File: config.mk
export PLATFORM = sky130hd
export DESIGN_NAME = tarot_draw_ctrl_flat
export DESIGN_NICKNAME = d
export VERILOG_FILES = /design/src/rtl/tarot_draw_ctrl_if.sv /design/src/rtl/tarot_draw_ctrl.sv /design/src/flat_wrapper.sv
export SDC_FILE = /design/constraint.sdc
export NUM_CORES = 1
export LEC_CHECK = 0
export CORE_MARGIN = 2
export CORE_UTILIZATION = 35
export CTS_BUF_LIST = sky130_fd_sc_hd__clkbuf_4 sky130_fd_sc_hd__clkbuf_8
export CTS_CLUSTER_DIAMETER = 40
export DETAILED_ROUTE_END_ITERATION = 12
export DONT_BUFFER_PORTS = 1
export GPL_ROUTABILITY_DRIVEN = 0
export PLACE_DENSITY = 0.56
export SYNTH_ARGS = -nofsm -noshare
export SYNTH_HDL_FRONTEND = slang
export SYNTH_SLANG_ARGS = --single-unit
File: constraint.sdc
create_clock -name clk -period 6.72 [get_ports clk]
set_input_delay 0.336 -clock clk [delete_from_list [all_inputs] [get_ports clk]]
set_output_delay 0.336 -clock clk [all_outputs]
set_load 0.02 [all_outputs]
File: src/rtl/tarot_draw_ctrl_if.sv
// Host request, PRNG handshake and card-output signals of the tarot draw controller.
interface tarot_draw_ctrl_if;
   logic        req;
   logic [3:0]  spread_len;
   logic [31:0] seed_q31;
   logic [31:0] fingerprint_mean;
   logic        busy;
   logic        prng_start;
   logic [31:0] prng_seed;
   logic [31:0] prng_mean;
   logic [31:0] prng_x;
   logic [31:0] prng_y;
   logic        prng_done;
   logic        card_valid;
   logic        card_ready;
   logic [6:0]  card_idx;
   logic        card_reversed;
   logic        card_last;
   logic        draw_done;
   logic        error;

   modport master (
      output req, spread_len, seed_q31, fingerprint_mean,
      output prng_x, prng_y, prng_done, card_ready,
      input  busy, prng_start, prng_seed, prng_mean,
      input  card_valid, card_idx, card_reversed, card_last, draw_done, error
   );

   modport slave (
      input  req, spread_len, seed_q31, fingerprint_mean,
      input  prng_x, prng_y, prng_done, card_ready,
      output busy, prng_start, prng_seed, prng_mean,
      output card_valid, card_idx, card_reversed, card_last, draw_done, error
   );
endinterface

File: src/rtl/tarot_draw_ctrl.sv
// Draws spread_len distinct tarot cards by polling an external PRNG, rejecting
// out-of-range and repeated indices, and streaming accepted cards out.
module tarot_draw_ctrl #(
   parameter int unsigned NUM_CARDS  = 78,
   parameter int unsigned MAX_SPREAD = 10,
   parameter int unsigned MAX_RETRY  = 16
) (
   input logic              clk,
   input logic              rst,
   tarot_draw_ctrl_if.slave bus
);
   localparam int unsigned CARD_W  = 7;
   localparam int unsigned LEN_W   = 4;
   localparam int unsigned ATT_W   = 8;
   localparam int unsigned WORD_W  = 32;
   localparam int unsigned RETRY_W = $clog2(MAX_RETRY + 1);

   typedef enum logic [2:0] {IDLE, REQ, RELEASE, EVAL, OUT, FINISH} state_t;

   state_t               state, state_n;
   logic [LEN_W-1:0]     len_q;
   logic [LEN_W-1:0]     card_cnt_q;
   logic [RETRY_W-1:0]   retry_q;
   logic [ATT_W-1:0]     att_q;
   logic [NUM_CARDS-1:0] used_q;
   logic [CARD_W-1:0]    cand_q;
   logic                 rev_q;

   logic                 accept_c, capture_c, take_c, reject_c, abort_c, handshake_c;
   logic                 bad_len_c, cand_ok_c, last_c, retry_full_c;
   logic [NUM_CARDS-1:0] cand_mask_c;
   logic [RETRY_W-1:0]   retry_inc_c;
   logic [ATT_W-1:0]     att_inc_c;
   logic                 unused_ok;

   // Only the sign bit of prng_y carries information for this block.
   assign unused_ok = ^bus.prng_y[30:0];

   // Candidate qualification and counter arithmetic
   always_comb begin
      bad_len_c    = (bus.spread_len == '0) || (WORD_W'(bus.spread_len) > MAX_SPREAD);
      cand_mask_c  = NUM_CARDS'(1) << cand_q;
      cand_ok_c    = (WORD_W'(cand_q) < NUM_CARDS) && ((used_q & cand_mask_c) == '0);
      retry_inc_c  = RETRY_W'(retry_q + RETRY_W'(1));
      retry_full_c = (WORD_W'(retry_inc_c) == MAX_RETRY);
      att_inc_c    = ATT_W'(att_q + ATT_W'(1));
      last_c       = (LEN_W'(card_cnt_q + LEN_W'(1)) == len_q);
   end

   always_ff @(posedge clk) begin
      if (rst) state <= IDLE;
      else     state <= state_n;
   end

   // Next-state and transaction strobes
   always_comb begin
      state_n     = state;
      accept_c    = 1'b0;
      capture_c   = 1'b0;
      take_c      = 1'b0;
      reject_c    = 1'b0;
      abort_c     = 1'b0;
      handshake_c = 1'b0;
      case (state)
         IDLE: begin
            if (bus.req) begin
               accept_c = 1'b1;
               if (bad_len_c) begin
                  abort_c = 1'b1;
                  state_n = FINISH;
               end else begin
                  state_n = REQ;
               end
            end
         end
         REQ: begin
            if (bus.prng_done) begin
               capture_c = 1'b1;
               state_n   = RELEASE;
            end
         end
         RELEASE: begin
            if (!bus.prng_done) state_n = EVAL;
         end
         EVAL: begin
            if (cand_ok_c) begin
               take_c  = 1'b1;
               state_n = OUT;
            end else begin
               reject_c = 1'b1;
               if (retry_full_c) begin
                  abort_c = 1'b1;
                  state_n = FINISH;
               end else begin
                  state_n = REQ;
               end
            end
         end
         OUT: begin
            if (bus.card_ready) begin
               handshake_c = 1'b1;
               state_n     = bus.card_last ? FINISH : REQ;
            end
         end
         FINISH:  state_n = IDLE;
         default: state_n = IDLE;
      endcase
   end

   // Datapath and registered outputs; status flags follow the next state
   always_ff @(posedge clk) begin
      if (rst) begin
         len_q             <= '0;
         card_cnt_q        <= '0;
         retry_q           <= '0;
         att_q             <= '0;
         used_q            <= '0;
         cand_q            <= '0;
         rev_q             <= 1'b0;
         bus.busy          <= 1'b0;
         bus.prng_start    <= 1'b0;
         bus.prng_seed     <= '0;
         bus.prng_mean     <= '0;
         bus.card_valid    <= 1'b0;
         bus.card_idx      <= '0;
         bus.card_reversed <= 1'b0;
         bus.card_last     <= 1'b0;
         bus.draw_done     <= 1'b0;
         bus.error         <= 1'b0;
      end else begin
         bus.busy       <= (state_n != IDLE);
         bus.prng_start <= (state_n == REQ);
         bus.card_valid <= (state_n == OUT);
         bus.draw_done  <= (state_n == FINISH);
         bus.error      <= abort_c;

         if (accept_c) begin
            len_q         <= bus.spread_len;
            bus.prng_seed <= bus.seed_q31;
            bus.prng_mean <= bus.fingerprint_mean;
            used_q        <= '0;
            card_cnt_q    <= '0;
            retry_q       <= '0;
            att_q         <= '0;
         end

         // Later attempts reseed from the previous result mixed with the attempt number.
         if (capture_c) begin
            att_q         <= att_inc_c;
            cand_q        <= bus.prng_x[30:24];
            rev_q         <= bus.prng_y[31];
            bus.prng_seed <= bus.prng_x ^ WORD_W'(att_inc_c);
         end

         if (take_c) begin
            used_q            <= used_q | cand_mask_c;
            retry_q           <= '0;
            bus.card_idx      <= cand_q;
            bus.card_reversed <= rev_q;
            bus.card_last     <= last_c;
         end

         if (reject_c)    retry_q    <= retry_inc_c;
         if (handshake_c) card_cnt_q <= LEN_W'(card_cnt_q + LEN_W'(1));
      end
   end
endmodule

File: src/flat_wrapper.sv
// flat-port wrapper written by rule: the top's interface ports become plain ports
module tarot_draw_ctrl_flat 
#(
   parameter int unsigned NUM_CARDS  = 78,
   parameter int unsigned MAX_SPREAD = 10,
   parameter int unsigned MAX_RETRY  = 16
)
  (clk, rst, bus_req, bus_spread_len, bus_seed_q31, bus_fingerprint_mean, bus_prng_x, bus_prng_y, bus_prng_done, bus_card_ready, bus_busy, bus_prng_start, bus_prng_seed, bus_prng_mean, bus_card_valid, bus_card_idx, bus_card_reversed, bus_card_last, bus_draw_done, bus_error);
  tarot_draw_ctrl_if bus_i ();
  input logic clk;
  input logic rst;
  input wire logic [$bits(bus_i.req)-1:0] bus_req;
  input wire logic [$bits(bus_i.spread_len)-1:0] bus_spread_len;
  input wire logic [$bits(bus_i.seed_q31)-1:0] bus_seed_q31;
  input wire logic [$bits(bus_i.fingerprint_mean)-1:0] bus_fingerprint_mean;
  input wire logic [$bits(bus_i.prng_x)-1:0] bus_prng_x;
  input wire logic [$bits(bus_i.prng_y)-1:0] bus_prng_y;
  input wire logic [$bits(bus_i.prng_done)-1:0] bus_prng_done;
  input wire logic [$bits(bus_i.card_ready)-1:0] bus_card_ready;
  output wire logic [$bits(bus_i.busy)-1:0] bus_busy;
  output wire logic [$bits(bus_i.prng_start)-1:0] bus_prng_start;
  output wire logic [$bits(bus_i.prng_seed)-1:0] bus_prng_seed;
  output wire logic [$bits(bus_i.prng_mean)-1:0] bus_prng_mean;
  output wire logic [$bits(bus_i.card_valid)-1:0] bus_card_valid;
  output wire logic [$bits(bus_i.card_idx)-1:0] bus_card_idx;
  output wire logic [$bits(bus_i.card_reversed)-1:0] bus_card_reversed;
  output wire logic [$bits(bus_i.card_last)-1:0] bus_card_last;
  output wire logic [$bits(bus_i.draw_done)-1:0] bus_draw_done;
  output wire logic [$bits(bus_i.error)-1:0] bus_error;
  assign bus_i.req = bus_req;
  assign bus_i.spread_len = bus_spread_len;
  assign bus_i.seed_q31 = bus_seed_q31;
  assign bus_i.fingerprint_mean = bus_fingerprint_mean;
  assign bus_i.prng_x = bus_prng_x;
  assign bus_i.prng_y = bus_prng_y;
  assign bus_i.prng_done = bus_prng_done;
  assign bus_i.card_ready = bus_card_ready;
  assign bus_busy = bus_i.busy;
  assign bus_prng_start = bus_i.prng_start;
  assign bus_prng_seed = bus_i.prng_seed;
  assign bus_prng_mean = bus_i.prng_mean;
  assign bus_card_valid = bus_i.card_valid;
  assign bus_card_idx = bus_i.card_idx;
  assign bus_card_reversed = bus_i.card_reversed;
  assign bus_card_last = bus_i.card_last;
  assign bus_draw_done = bus_i.draw_done;
  assign bus_error = bus_i.error;
  tarot_draw_ctrl #(.NUM_CARDS(NUM_CARDS), .MAX_SPREAD(MAX_SPREAD), .MAX_RETRY(MAX_RETRY)) u_core (.clk(clk), .rst(rst), .bus(bus_i));
endmodule
Yosys cells after proc, flatten, opt, wreduce, memory -nomap -nowiden

Cells that the tools add are included.
W data, S select, Z words.

$add $sub $neg: 3
$lt $le $gt $ge: 2
Equal/unequal tests: 9
Shifts and indexed selects: 1
Muxes and demuxes: 35
Bitwise gates (word level): 3
Reductions and logical operators: 10

Operator list:

| operator               | count |
|---|---|
| $mux W78               | 2 |
| $and A78 B78 Y78       | 1 |
| $logic_not A78 Y1      | 1 |
| $or A78 B78 Y78        | 1 |
| $shl A1 B7 Y78 const A | 1 |
| $mux W32               | 2 |
| $xor A32 B8 Y32        | 1 |
| $mux W3                | 8 |
| $mux W8                | 2 |
| $mux W5                | 3 |
| $pmux W3 S5            | 1 |
| $mux W1                | 14 |
| $eq A3 B3 Y1 const B   | 3 |
| $add A8 B1 Y8 const B  | 1 |
| $mux W4                | 2 |
| $lt A7 B7 Y1 const B   | 1 |
| $eq A3 B1 Y1 const B   | 2 |
| $eq A3 B2 Y1 const B   | 2 |
| $reduce_bool A2 Y1     | 3 |
| $reduce_bool A3 Y1     | 2 |
| $add A5 B1 Y5 const B  | 1 |
| $eq A5 B5 Y1 const B   | 1 |
| $add A4 B1 Y4 const B  | 1 |
| $eq A4 B4 Y1           | 1 |
| other kinds (6)        | 6 |

Register bits after elaboration: 188
Input bits: 137
Output and inout bits: 78

Logic depth before layout (Yosys ltp)

Gate-level depths: netlist of run 1.

Depth after elaboration: 8
Mapped depth: 12
Mapped depth without buffers: 8

Least setup slack after synthesis of run 1

No wires, ideal clock.

Path type: register to register
Start: reg u_core.cand_q[3]
End: reg u_core.used_q[26]
Setup time: 62 ps
Arrival time: 2627 ps
Data required time: 6658 ps
Setup slack: 4031 ps
Cell stages (with the launch flop): 11
Path buffers: 3
Cell sequence: dfxtp_1 > buf_6 > mux2_1 > nand4b_1 > nand4_1 > a211o_1 > or4_4 > buf_6 > nor3_4 > buf_6 > a32o_2

Cells in the longest elaborated chain, start to end: 7
Elaborated cells on any way between the ends: 10

Ends and longest elaborated chain:

| element                                        | RTL line               | text |
|---|---|---|
| start: declaration                             | tarot_draw_ctrl.sv:26  | `logic [CARD_W-1:0] cand_q;` |
| start signal: assignment                       | tarot_draw_ctrl.sv:150 | `cand_q <= bus.prng_x[30:24];` |
| $shl A1 B7 Y78                                 | tarot_draw_ctrl.sv:42  | `cand_mask_c = NUM_CARDS'(1) << cand_q;` |
| $and A78 B78 Y78                               | tarot_draw_ctrl.sv:43  | `cand_ok_c = (WORD_W'(cand_q) < NUM_CARDS) && ((used_q & cand_mask_c) == '0);` |
| $logic_not A78 Y1                              | tarot_draw_ctrl.sv:43  |  |
| $logic_and A1 B1 Y1                            | tarot_draw_ctrl.sv:43  |  |
| $mux W1                                        | tarot_draw_ctrl.sv:86  | `if (cand_ok_c) begin` |
| $mux W1                                        | tarot_draw_ctrl.sv:64  | `case (state)` |
| $mux W78 or $reduce_bool A2 Y1 (tied branches) | n/a                    |  |
| end signal: assignment                         | tarot_draw_ctrl.sv:156 | `used_q <= used_q \| cand_mask_c;` |
| end: declaration                               | tarot_draw_ctrl.sv:25  | `logic [NUM_CARDS-1:0] used_q;` |

Parallel ways exist; a longest one is shown, timed or not.
A chain may end at the register's enable or synchronous reset.

Worst setup path in the final report of run 1

Start: reg u_core.cand_q[0]
End: reg u_core.used_q[52]

Same word-level chain as after synthesis.

==> results of run 1 <==
-- cells by family (layout without fill, tap and decap cells) --
kind of cell | after synthesis | count (layout)
fa+ha+maj | 4 | 4
compound gates | 272 | 272
buf+inv | 96 | 98
mux | 20 | 20
flops | 188 | 188
xor+xnor | 20 | 20
simple gates | 324 | 324
-- power by group through the flow --
stage / logic, mW / registers, mW / clock network (mW)
2_1_floorplan: 0.196 / 1.26 / 0
3_3_place_gp: 0.227 / 1.28 / 0
3_5_place_dp: 0.230 / 1.28 / 0
4_1_cts: 0.261 / 1.25 / 0.749
5_1_grt: 0.289 / 1.26 / 0.791
6_report: 0.261 / 1.25 / 0.729
-- registers in the layout, summed over array words and instances (netlist names) --
signal and count:
u_core.bus.prng_seed 32, u_core.att_q 8, u_core.len_q 4, u_core.rev_q 1, u_core.used_q 78, u_core.cand_q 7, u_core.bus.card_last 1, u_core.bus.card_reversed 1
u_core.card_cnt_q 4, u_core.bus.prng_start 1, u_core.bus.busy 1, u_core.state 3, u_core.bus.prng_mean 32, u_core.bus.draw_done 1, u_core.bus.error 1, u_core.bus.card_valid 1
u_core.retry_q 5, u_core.bus.card_idx 7
-- how the worst min path moves through the flow --
stage / cells after the start / end / from
after floorplan: 1 / u_core.used_q[64] / u_core.used_q[64]
after global placement: 1 / u_core.used_q[54] / u_core.used_q[54]
after detailed placement: 1 / u_core.used_q[72] / u_core.used_q[72]
after CTS: 2 / u_core.bus.prng_seed[5] / bus_seed_q31[5]
after global routing: 2 / u_core.bus.prng_seed[25] / bus_seed_q31[25]
final: 2 / u_core.bus.prng_seed[5] / bus_seed_q31[5]
-- layout make-up --
cell class / count / area share
Clock buffer: 17 / 0.0254
Clock inverter: 14 / 0.0162
Inverter: 9 / 0.00367
Multi-Input combinational cell: 640 / 0.442
Sequential cell: 188 / 0.409
Tap cell: 319 / 0.0434
Timing Repair Buffer: 58 / 0.0609
-- per-layer routing --
layer / up-vias / global-route usage / wire length (um)
li1: 3397 / - / -
met1: 3470 / 0.247 / 10300
met2: 242 / 0.296 / 10900
met3: 18 / 0.0504 / 1680
met4: 0 / 0.0446 / 238
met5: - / 0 / 0
-- per-stage QoR --
stage	cell area, um2	std cells	hold slack [ns]
5_1_grt	9210	1245	0.00338
6_report	9210	1245	0.0225
2_1_floorplan	8280	924	0.434
3_3_place_gp	8370	1171	0.439
3_5_place_dp	8370	1171	0.446
4_1_cts	9210	1245	0.000720
-- timing repair --
item / CTS / global route
hold buffers: 43 / 0
hold endpoints to repair: 102 / 0
setup endpoints to repair: 0 / 0
-- cells in the final DEF, fill, tap and decap left out, drive strengths merged, types with 5 or more instances in the layout --
cell type	n
nor2b	8
xnor2	15
nand3b	10
nor3b	7
a32o	79
o211ai	7
nand4	15
clkinv	6
a21oi	90
mux2i	13
nor4	5
dlygate4sd3	42
nand2b	6
and3	12
a22oi	23
a31oi	10
o21ai	18
nor3	23
mux2	7
inv	16
and2	5
xor2	5
o31ai	9
buf	16
nor2	46
clkbuf	17
nand2	154
nand3	13
dfxtp	188
a311oi	7
-- worst max-delay path: cells and delay by family (launching register included) --
family,cells,cell delay [ns]
AND/OR/NAND/NOR,3,2.08
AO/OA/AOI/OAI,4,1.08
flip-flops,1,0.84
buffers and inverters,1,0.46
==> impl_metrics.toml, run 1 <==
[synth]
synthTopCellsByArea = "dfxtp_1 (45%), a32o_1 (9.1%), nand2_1 (7.0%)"
synth_top_family_by_area = "compound AO/OA/AOI/OAI gates"
synthMuxAreaShare = 0.0257
synth_top_cell_area_share = 0.454
synth.most_common_cell = "dfxtp_1"
synth_edf_count = 0
avgSynthCellArea_um2 = 8.97
yosys.cell_types.count = 71
synth_cells = 924
yosys.area_share.simple = 0.191
synth_xor_area_frac = 0.0211
synth_compound_area_frac = 0.243
synth.net_count = 1065
ys.flop_type = "dfxtp_1"
synthAdderAreaFrac = 0.00604
yosys-top-cells-count = "dfxtp_1 (188), nand2_1 (154), a21oi_1 (90), a32o_1 (75), clkbuf_1 (55)"
syn_area_um2 = 8280
yosysTopAreaCell = "dfxtp_1"
synth_seq_cells = 188
synth-async-reset-ratio = 0
yosysWarnings = 0
ys_seq_area_frac = 0.454

[worst_setup_path]
worstRegToRegCells = 8
rrSetupSlack_ns = 2.17
cp-start-kind = "flip-flop"
endpoint = "u_core.used_q[52]"
max_stage_delay_ns = 1.00
r2r-start = "u_core.cand_q[0]"
critPathArrivalTime_ns = 4.95
path_class = "flip-flop to flip-flop"
critPathRequiredTime_ns = 7.12
r2r-end = "u_core.used_q[52]"
cp-startpoint = "u_core.cand_q[0]"
endpoint_kind = "flip-flop"
critical_path.max_fanout = 29
cp_slowest_cell = "nor3_4"
crit_chain = "nor2_1 -> a311o_1 -> a31oi_1 -> o2111a_1 -> or4b_1 -> nor3_4 -> buf_4 -> a32o_1"

[grt]
grt_usage = 0.185
grt_pass1_wl_um = 36400
grt_pass1_vias = 6637
grt_max_degree = 102
antenna_found_initial = 0
grt_overflow = 0

[sta]
fin_crit_ns = 4.55
relSlewSlack = 0.162
final_hold_viol_count = 0
setup_tns_ns = 0
min_period_over_period = 0.677
max_freq_mhz = 220
rsz0062_at_grt = "false"
finalMaxSlewViolations = 0
setup_ws_ns = 2.17
finClkSkew_ns = 0.0150
finalSetupViolations = 0
tightest_slew_ns = 1.25

[placed_design]
pre_cts_slack_ns = 2.25
io_buffers = 0
dp_hpwl_um = 14500

[route]
wire_per_inst_um = 18.6
drtAntennaViolNets = 0
drtPass1Iterations = 5
drc = 0
viasPerCell = 5.72
vias = 7127
drt_iter0_markers = 530
routed_wirelength_um = 23200

[outcome]
status = "complete, no violations"

[power_and_ir_drop]
power_frac_comb = 0.116
pwr-share-seq = 0.559
power.share.clock = 0.325
total_power_mw = 2.24
vdd_drop_max_uv = 145
swShare = 0.320
power_switching_mw = 0.718
internal-power_mw = 1.53
power.density_nw_per_um2 = 244
p_leak_nw = 3.12

[clock_tree]
cts_made_buffers = 17
clock-root-buffer = "clkbuf_8"
cts_tree = "done"
cts.path.max_buffers = 2
clkSinkCount = 188
cts_resized = 0
clk_latency_ns = 0.47
path_clk_slew_ns = 0.11
h-tree-depth = 4
cts_post_setup_buffers_inserted = 0

[final_layout]
area_delta_synth_final_pct = 11.1
utilization = 0.395
seq_area_um2 = 3760
multi_input_area_um2 = 4070
diodes = 0
nFillCells = 2335
final_nets = 1055
drive_gt1_frac = 0.0778

[hold_path]
hold_class = "input port to flip-flop"

[flow_run]
maxCapViolations = 0

[die]
fp.dieArea_um2 = 24900
die_y_um = 158
io_pins = 215
start_util = 0.355
core_um2 = 23300
die_w_um = 158
row_count = 56
(Power assumes the default switching activity.)
==> run 2, diff against run 1 <==
--- a/config.mk
+++ b/config.mk
@@ -12,7 +12,7 @@
 export DETAILED_ROUTE_END_ITERATION = 12
 export DONT_BUFFER_PORTS = 1
 export GPL_ROUTABILITY_DRIVEN = 0
-export PLACE_DENSITY = 0.56
+export PLACE_DENSITY = 0.58
 export SYNTH_ARGS = -nofsm -noshare
 export SYNTH_HDL_FRONTEND = slang
 export SYNTH_SLANG_ARGS = --single-unit
==> constraint.sdc (replaced) <==
create_clock -name clk -period 3.8 [get_ports clk]
set_input_delay 0.19 -clock clk [delete_from_list [all_inputs] [get_ports clk]]
set_output_delay 0.19 -clock clk [all_outputs]
set_load 0.02 [all_outputs]
==> run 2 against run 1 <==
- sequential power grew 78%
- power grew 84%
- first-iteration DRC count grew 15%
- worst hold slack gained 0.022 ns
- non-clock buffer count grew 80
- combinational power grew 110%
- sequential share of layout area shrank 3.3 points
- utilization grew 3.4 points
- via count grew 4.6%
- maximum frequency grew 35%
- clock skew grew 0.0042 ns
- routed wire length grew 3.4%
- largest cell class unchanged
==> impl_metrics.toml, run 2 (same netlist as run 1, synthesis figures left out) <==
[outcome]
status = "complete, no violations"

[power_and_ir_drop]
power.share.clock = 0.330
total_power_mw = 4.13
power.density_nw_per_um2 = 413
power_frac_comb = 0.132
pwr-share-seq = 0.537
p_leak_nw = 3.48
internal-power_mw = 2.80
power_switching_mw = 1.33
swShare = 0.323
vdd_drop_max_uv = 268

[grt]
met3_usage = 0.0575
gr-usage-met2 = 0.312
grt_max_degree = 106
grt_usage = 0.190
grt_pass1_wl_um = 37800
antenna_found_initial = 0
grt.busiest_layer = "met2"
grt_overflow = 0
gr-usage-met1 = 0.237
grt_pass1_vias = 7250

[sta]
fin_crit_ns = 3.37
whs_ns = 0.0445
finClkSkew_ns = 0.0191
max_freq_mhz = 297
setup_tns_ns = 0
finalSetupViolations = 0
finalMaxSlewViolations = 0
min_period_over_period = 0.887
setup_ws_ns = 0.430
relSlewSlack = 0.329
final_hold_viol_count = 0
rsz0062_at_grt = "false"
tightest_slew_ns = 1.00

[worst_setup_path]
critPathBufInv = 3
r2r-end = "u_core.used_q[0]"
max_stage_delay_ns = 0.64
cp-start-kind = "flip-flop"
path_class = "flip-flop to flip-flop"
path_common_cell = "buf_4"
critical_path.max_fanout = 56
endpoint_kind = "flip-flop"
r2r-start = "u_core.cand_q[3]"
worstRegToRegCells = 10
critPathRequiredTime_ns = 4.22
crit_chain = "buf_4 -> buf_4 -> and4b_1 -> a311o_1 -> a31oi_1 -> o2111a_1 -> or4b_1 -> nor3_4 -> buf_12 -> a32o_1"
critPathArrivalTime_ns = 3.79
cp_slowest_cell = "or4b_1"
critical_path.top_delay_family = "simple AND/OR/NAND/NOR gates"
rrSetupSlack_ns = 0.43

[clock_tree]
clk_latency_ns = 0.49
clkSinkCount = 188
cts.path.max_buffers = 2
cts_made_buffers = 17
h-tree-depth = 4
path_clk_slew_ns = 0.12
clock-root-buffer = "clkbuf_8"
cts_tree = "done"
cts_resized = 0

[hold_path]
min_from = "bus_prng_x[7]"
hold_end = "u_core.bus.prng_seed[7]"
hold_class = "input port to flip-flop"
hold_depth = 4

[route]
wire_per_inst_um = 18.1
viasPerCell = 5.62
drtPass1Iterations = 7
vias = 7457
routed_wirelength_um = 24000
drt_iter0_markers = 612
drtAntennaViolNets = 0
drc = 0

[placed_design]
dp_hpwl_um = 14900
pre_cts_slack_ns = 0.459
io_buffers = 0

[final_layout]
final_common_cell = "dfxtp_1"
layout_common_cells = "dfxtp_1 (188), nand2_1 (154), dlygate4sd3_1 (101), a21oi_1 (90), a32o_1 (75)"
drive_gt1_frac = 0.0933
final_nets = 1135
area_delta_synth_final_pct = 20.7
diodes = 0
top_regs = "u_core.used_q x78, u_core.bus.prng_mean x32, u_core.bus.prng_seed x32"
largest_reg_flops = 78
largest_register = "u_core.used_q"

[die]
fp.dieArea_um2 = 24900
start_util = 0.355
die_y_um = 158
core_um2 = 23300
die_w_um = 158
row_count = 56
io_pins = 215

[flow_run]
maxCapViolations = 0
## run 2: cell count changes in the layout (fill, tap and decap cells not counted), sizes merged
cell         previous run  this run
buf                    16        37
clkbuf                 17        18
clkinvlp                1         2
dlygate4sd3            42       101
inv                    16        15
## run 2: how the worst max path moves through the flow
stage / endpoint / from / cells past startpoint
finish: u_core.used_q[0] / u_core.cand_q[3] / 10
global route: u_core.used_q[20] / u_core.cand_q[3] / 10
CTS: u_core.used_q[20] / u_core.cand_q[3] / 10
detailed placement: u_core.used_q[20] / u_core.cand_q[3] / 10
global placement: u_core.used_q[22] / u_core.cand_q[3] / 10
floorplan: u_core.used_q[26] / u_core.cand_q[3] / 10
## run 2: layout make-up
type | instances | area (um2)
Clock buffer | 18 | 248
Clock inverter | 14 | 170
Fill cell | 2253 | 13300
Inverter | 9 | 33.8
Multi-Input combinational cell | 640 | 4070
Sequential cell | 188 | 3760
Tap cell | 319 | 399
Timing Repair Buffer | 138 | 1320
## run 2: power groups by stage
stage          clock network [mW]  registers (mW)  logic [mW]
5_1_grt                      1.47            2.23       0.605
3_3_place_gp                    0            2.26       0.408
4_1_cts                      1.39            2.22       0.537
3_5_place_dp                    0            2.26       0.411
6_report                     1.37            2.22       0.548
2_1_floorplan                   0            2.23       0.346
## run 2: stage by stage
| stage | instance area (um2) | std cells | utilization |
|---|---|---|---|
| 6_report | 10000 | 1326 | 0.429 |
| 5_1_grt | 10000 | 1326 | 0.429 |
| 4_1_cts | 10000 | 1326 | 0.429 |
| 3_5_place_dp | 8540 | 1192 | 0.366 |
| 3_3_place_gp | 8540 | 1192 | 0.366 |
| 2_1_floorplan | 8280 | 924 | - |
## run 2: timing repair
item / 4_1_cts / 5_1_grt
hold buffers: 102 / 0
endpoints found under the hold margin: 108 / 0
setup buffers: 0 / 0
## run 2: worst register-to-register path, cell delays in order (launching register included)
cell	delay (ns)
dfxtp_1	0.52
buf_4	0.27
buf_4	0.17
and4b_1	0.19
a311o_1	0.32
a31oi_1	0.17
o2111a_1	0.25
or4b_1	0.65
nor3_4	0.24
buf_12	0.28
a32o_1	0.26
## run 2: metal layers
layer	routed length (um)	vias to the layer above
met1	10400	3605
li1	-	3551
met2	11300	265
met4	493	0
met3	1810	36
met5	0	-
==> run 3, diff against run 2 <==
--- a/config.mk
+++ b/config.mk
@@ -12,7 +12,7 @@
 export DETAILED_ROUTE_END_ITERATION = 12
 export DONT_BUFFER_PORTS = 1
 export GPL_ROUTABILITY_DRIVEN = 0
-export PLACE_DENSITY = 0.58
+export PLACE_DENSITY = 0.56
 export SYNTH_ARGS = -nofsm -noshare
 export SYNTH_HDL_FRONTEND = slang
 export SYNTH_SLANG_ARGS = --single-unit
==> constraint.sdc (replaced) <==
create_clock -name clk -period 4.4 [get_ports clk]
set_input_delay 0.22 -clock clk [delete_from_list [all_inputs] [get_ports clk]]
set_output_delay 0.22 -clock clk [all_outputs]
set_load 0.02 [all_outputs]
==> run 3 against run 2 <==
- clock skew fell by 0.0045 ns
- critical path depth is 2 lower
- count of clock-buffer cells in the layout unchanged
- highest routed layer unchanged
- register-to-register slack gained 0.33 ns
==> impl_metrics.toml, run 3 (same netlist as run 1, synthesis figures left out) <==
[outcome]
status = "complete, no violations"

[placed_design]
dp_hpwl_um = 15000
io_buffers = 0
dpl.cell_count = 1179
pre_cts_slack_ns = 0.795
dpl_cell_area_um2 = 8450

[flow_run]
maxCapViolations = 0

[die]
die_y_um = 158
io_pins = 215
start_util = 0.355
fp.dieArea_um2 = 24900
core_um2 = 23300
row_count = 56
die_w_um = 158

[route]
drc = 0
drt_iter0_markers = 554
routed_wirelength_um = 24600
vias = 7354
viasPerCell = 5.61
wire_per_inst_um = 18.7
drtAntennaViolNets = 0
drtPass1Iterations = 5

[final_layout]
layout_common_cells = "dfxtp_1 (188), nand2_1 (154), dlygate4sd3_1 (99), a21oi_1 (90), a32o_1 (75)"
drive_gt1_frac = 0.0817
diodes = 0
area_delta_synth_final_pct = 19.2
top_regs = "u_core.used_q x78, u_core.bus.prng_mean x32, u_core.bus.prng_seed x32"
final_cell_area_um2 = 9870
final_cells = 1311
largest_register = "u_core.used_q"
final_nets = 1120
multi_input_area_um2 = 4070
final_common_cell = "dfxtp_1"
largest_reg_flops = 78
seq_area_um2 = 3760
nFillCells = 2275

[grt]
grt_max_degree = 107
grt_pass1_wl_um = 38500
grt_overflow = 0
grt_usage = 0.196
grt_pass1_vias = 7041
antenna_found_initial = 0

[sta]
min_period_over_period = 0.827
setup_tns_ns = 0
finalSetupViolations = 0
fin_crit_ns = 3.64
tightest_slew_ns = 1.17
max_freq_mhz = 275
finClkSkew_ns = 0.0147
setup_ws_ns = 0.760
finalMaxSlewViolations = 0
final_hold_viol_count = 0
relSlewSlack = 0.216
rsz0062_at_grt = "false"

[worst_setup_path]
critPathArrivalTime_ns = 4.05
cp-start-kind = "flip-flop"
critPathRequiredTime_ns = 4.81
path_class = "flip-flop to flip-flop"
endpoint_kind = "flip-flop"
critical_path.max_fanout = 78

[clock_tree]
cts.path.max_buffers = 2
cts_made_buffers = 17
clkSinkCount = 188
cts_tree = "done"
cts_resized = 0
clock-root-buffer = "clkbuf_8"
path_clk_slew_ns = 0.11
clk_latency_ns = 0.48
h-tree-depth = 4
cts_post_setup_buffers_inserted = 0

[power_and_ir_drop]
power_switching_mw = 1.15
p_leak_nw = 3.41
swShare = 0.324
pwr-share-seq = 0.539
vdd_drop_max_uv = 237
power.share.clock = 0.329
internal-power_mw = 2.41
power.density_nw_per_um2 = 360
power_frac_comb = 0.132

[hold_path]
hold_class = "input port to flip-flop"
run 3: changes by cell type in the layout (fill, tap and decap cells not counted), sizes merged:
cell,delta
inv,+3
clkinvlp,-2
dlygate4sd3,-2
clkinv,-1
buf,-13
run 3: power groups by stage:
stage / Clock [mW] / Combinational (mW) / Sequential, mW
2_1_floorplan: 0 / 0.299 / 1.92
3_3_place_gp: 0 / 0.349 / 1.96
3_5_place_dp: 0 / 0.352 / 1.96
4_1_cts: 1.20 / 0.457 / 1.92
5_1_grt: 1.27 / 0.517 / 1.93
6_report: 1.17 / 0.469 / 1.92
run 3: layer usage:
metal  GRT usage  share of wire  up-vias
li1            -              -     3532
met1       0.259           0.44     3577
met2       0.318           0.48      222
met3      0.0534          0.067       23
met4      0.0494          0.012        0
met5           0              0        -
run 3: path summary, 6_finish.rpt:
| check | startpoint | to | slack (ns) | cells after the start |
|---|---|---|---|---|
| worst min-delay path | bus_card_ready | u_core.card_cnt_q[0] | 0.08 | 4 |
| worst max register to register | u_core.cand_q[1] | u_core.used_q[73] | 0.76 | 8 |
| worst max-delay path | u_core.cand_q[1] | u_core.used_q[73] | 0.76 | 8 |
| worst min register to register | u_core.used_q[15] | u_core.used_q[15] | 0.47 | 1 |
run 3: what timing repair did:
| action | 4_1_cts | 5_1_grt |
|---|---|---|
| hold buffers | 99 | 1 |
| setup endpoints to repair | 0 | 0 |
| endpoints found under the hold margin | 108 | 1 |
run 3: per-stage QoR:
stage,power [mW],hold WS (ns),utilization
6_report,3.56,0.0760,0.423
3_3_place_gp,2.31,0.342,0.362
2_1_floorplan,2.22,0.356,-
3_5_place_dp,2.31,0.344,0.362
4_1_cts,3.58,0.0248,0.423
5_1_grt,3.71,0.0651,0.423
run 3: critical path, stage by stage (launching register included):
cell      delay (ns)
dfxtp_1         1.00
nor2_1          0.28
a311o_1         0.42
a31oi_1         0.18
o2111a_1        0.26
or4b_1          0.54
nor3_4          0.28
buf_12          0.35
a32o_1          0.22
run 3: layout make-up:
type                    count  area share
repair buffers            123       0.122
flip-flops and latches    188       0.381
clock inverters            14      0.0167
inverters                   9     0.00342
clock buffers              18      0.0245
multi-input cells         640       0.412
well taps                 319      0.0404
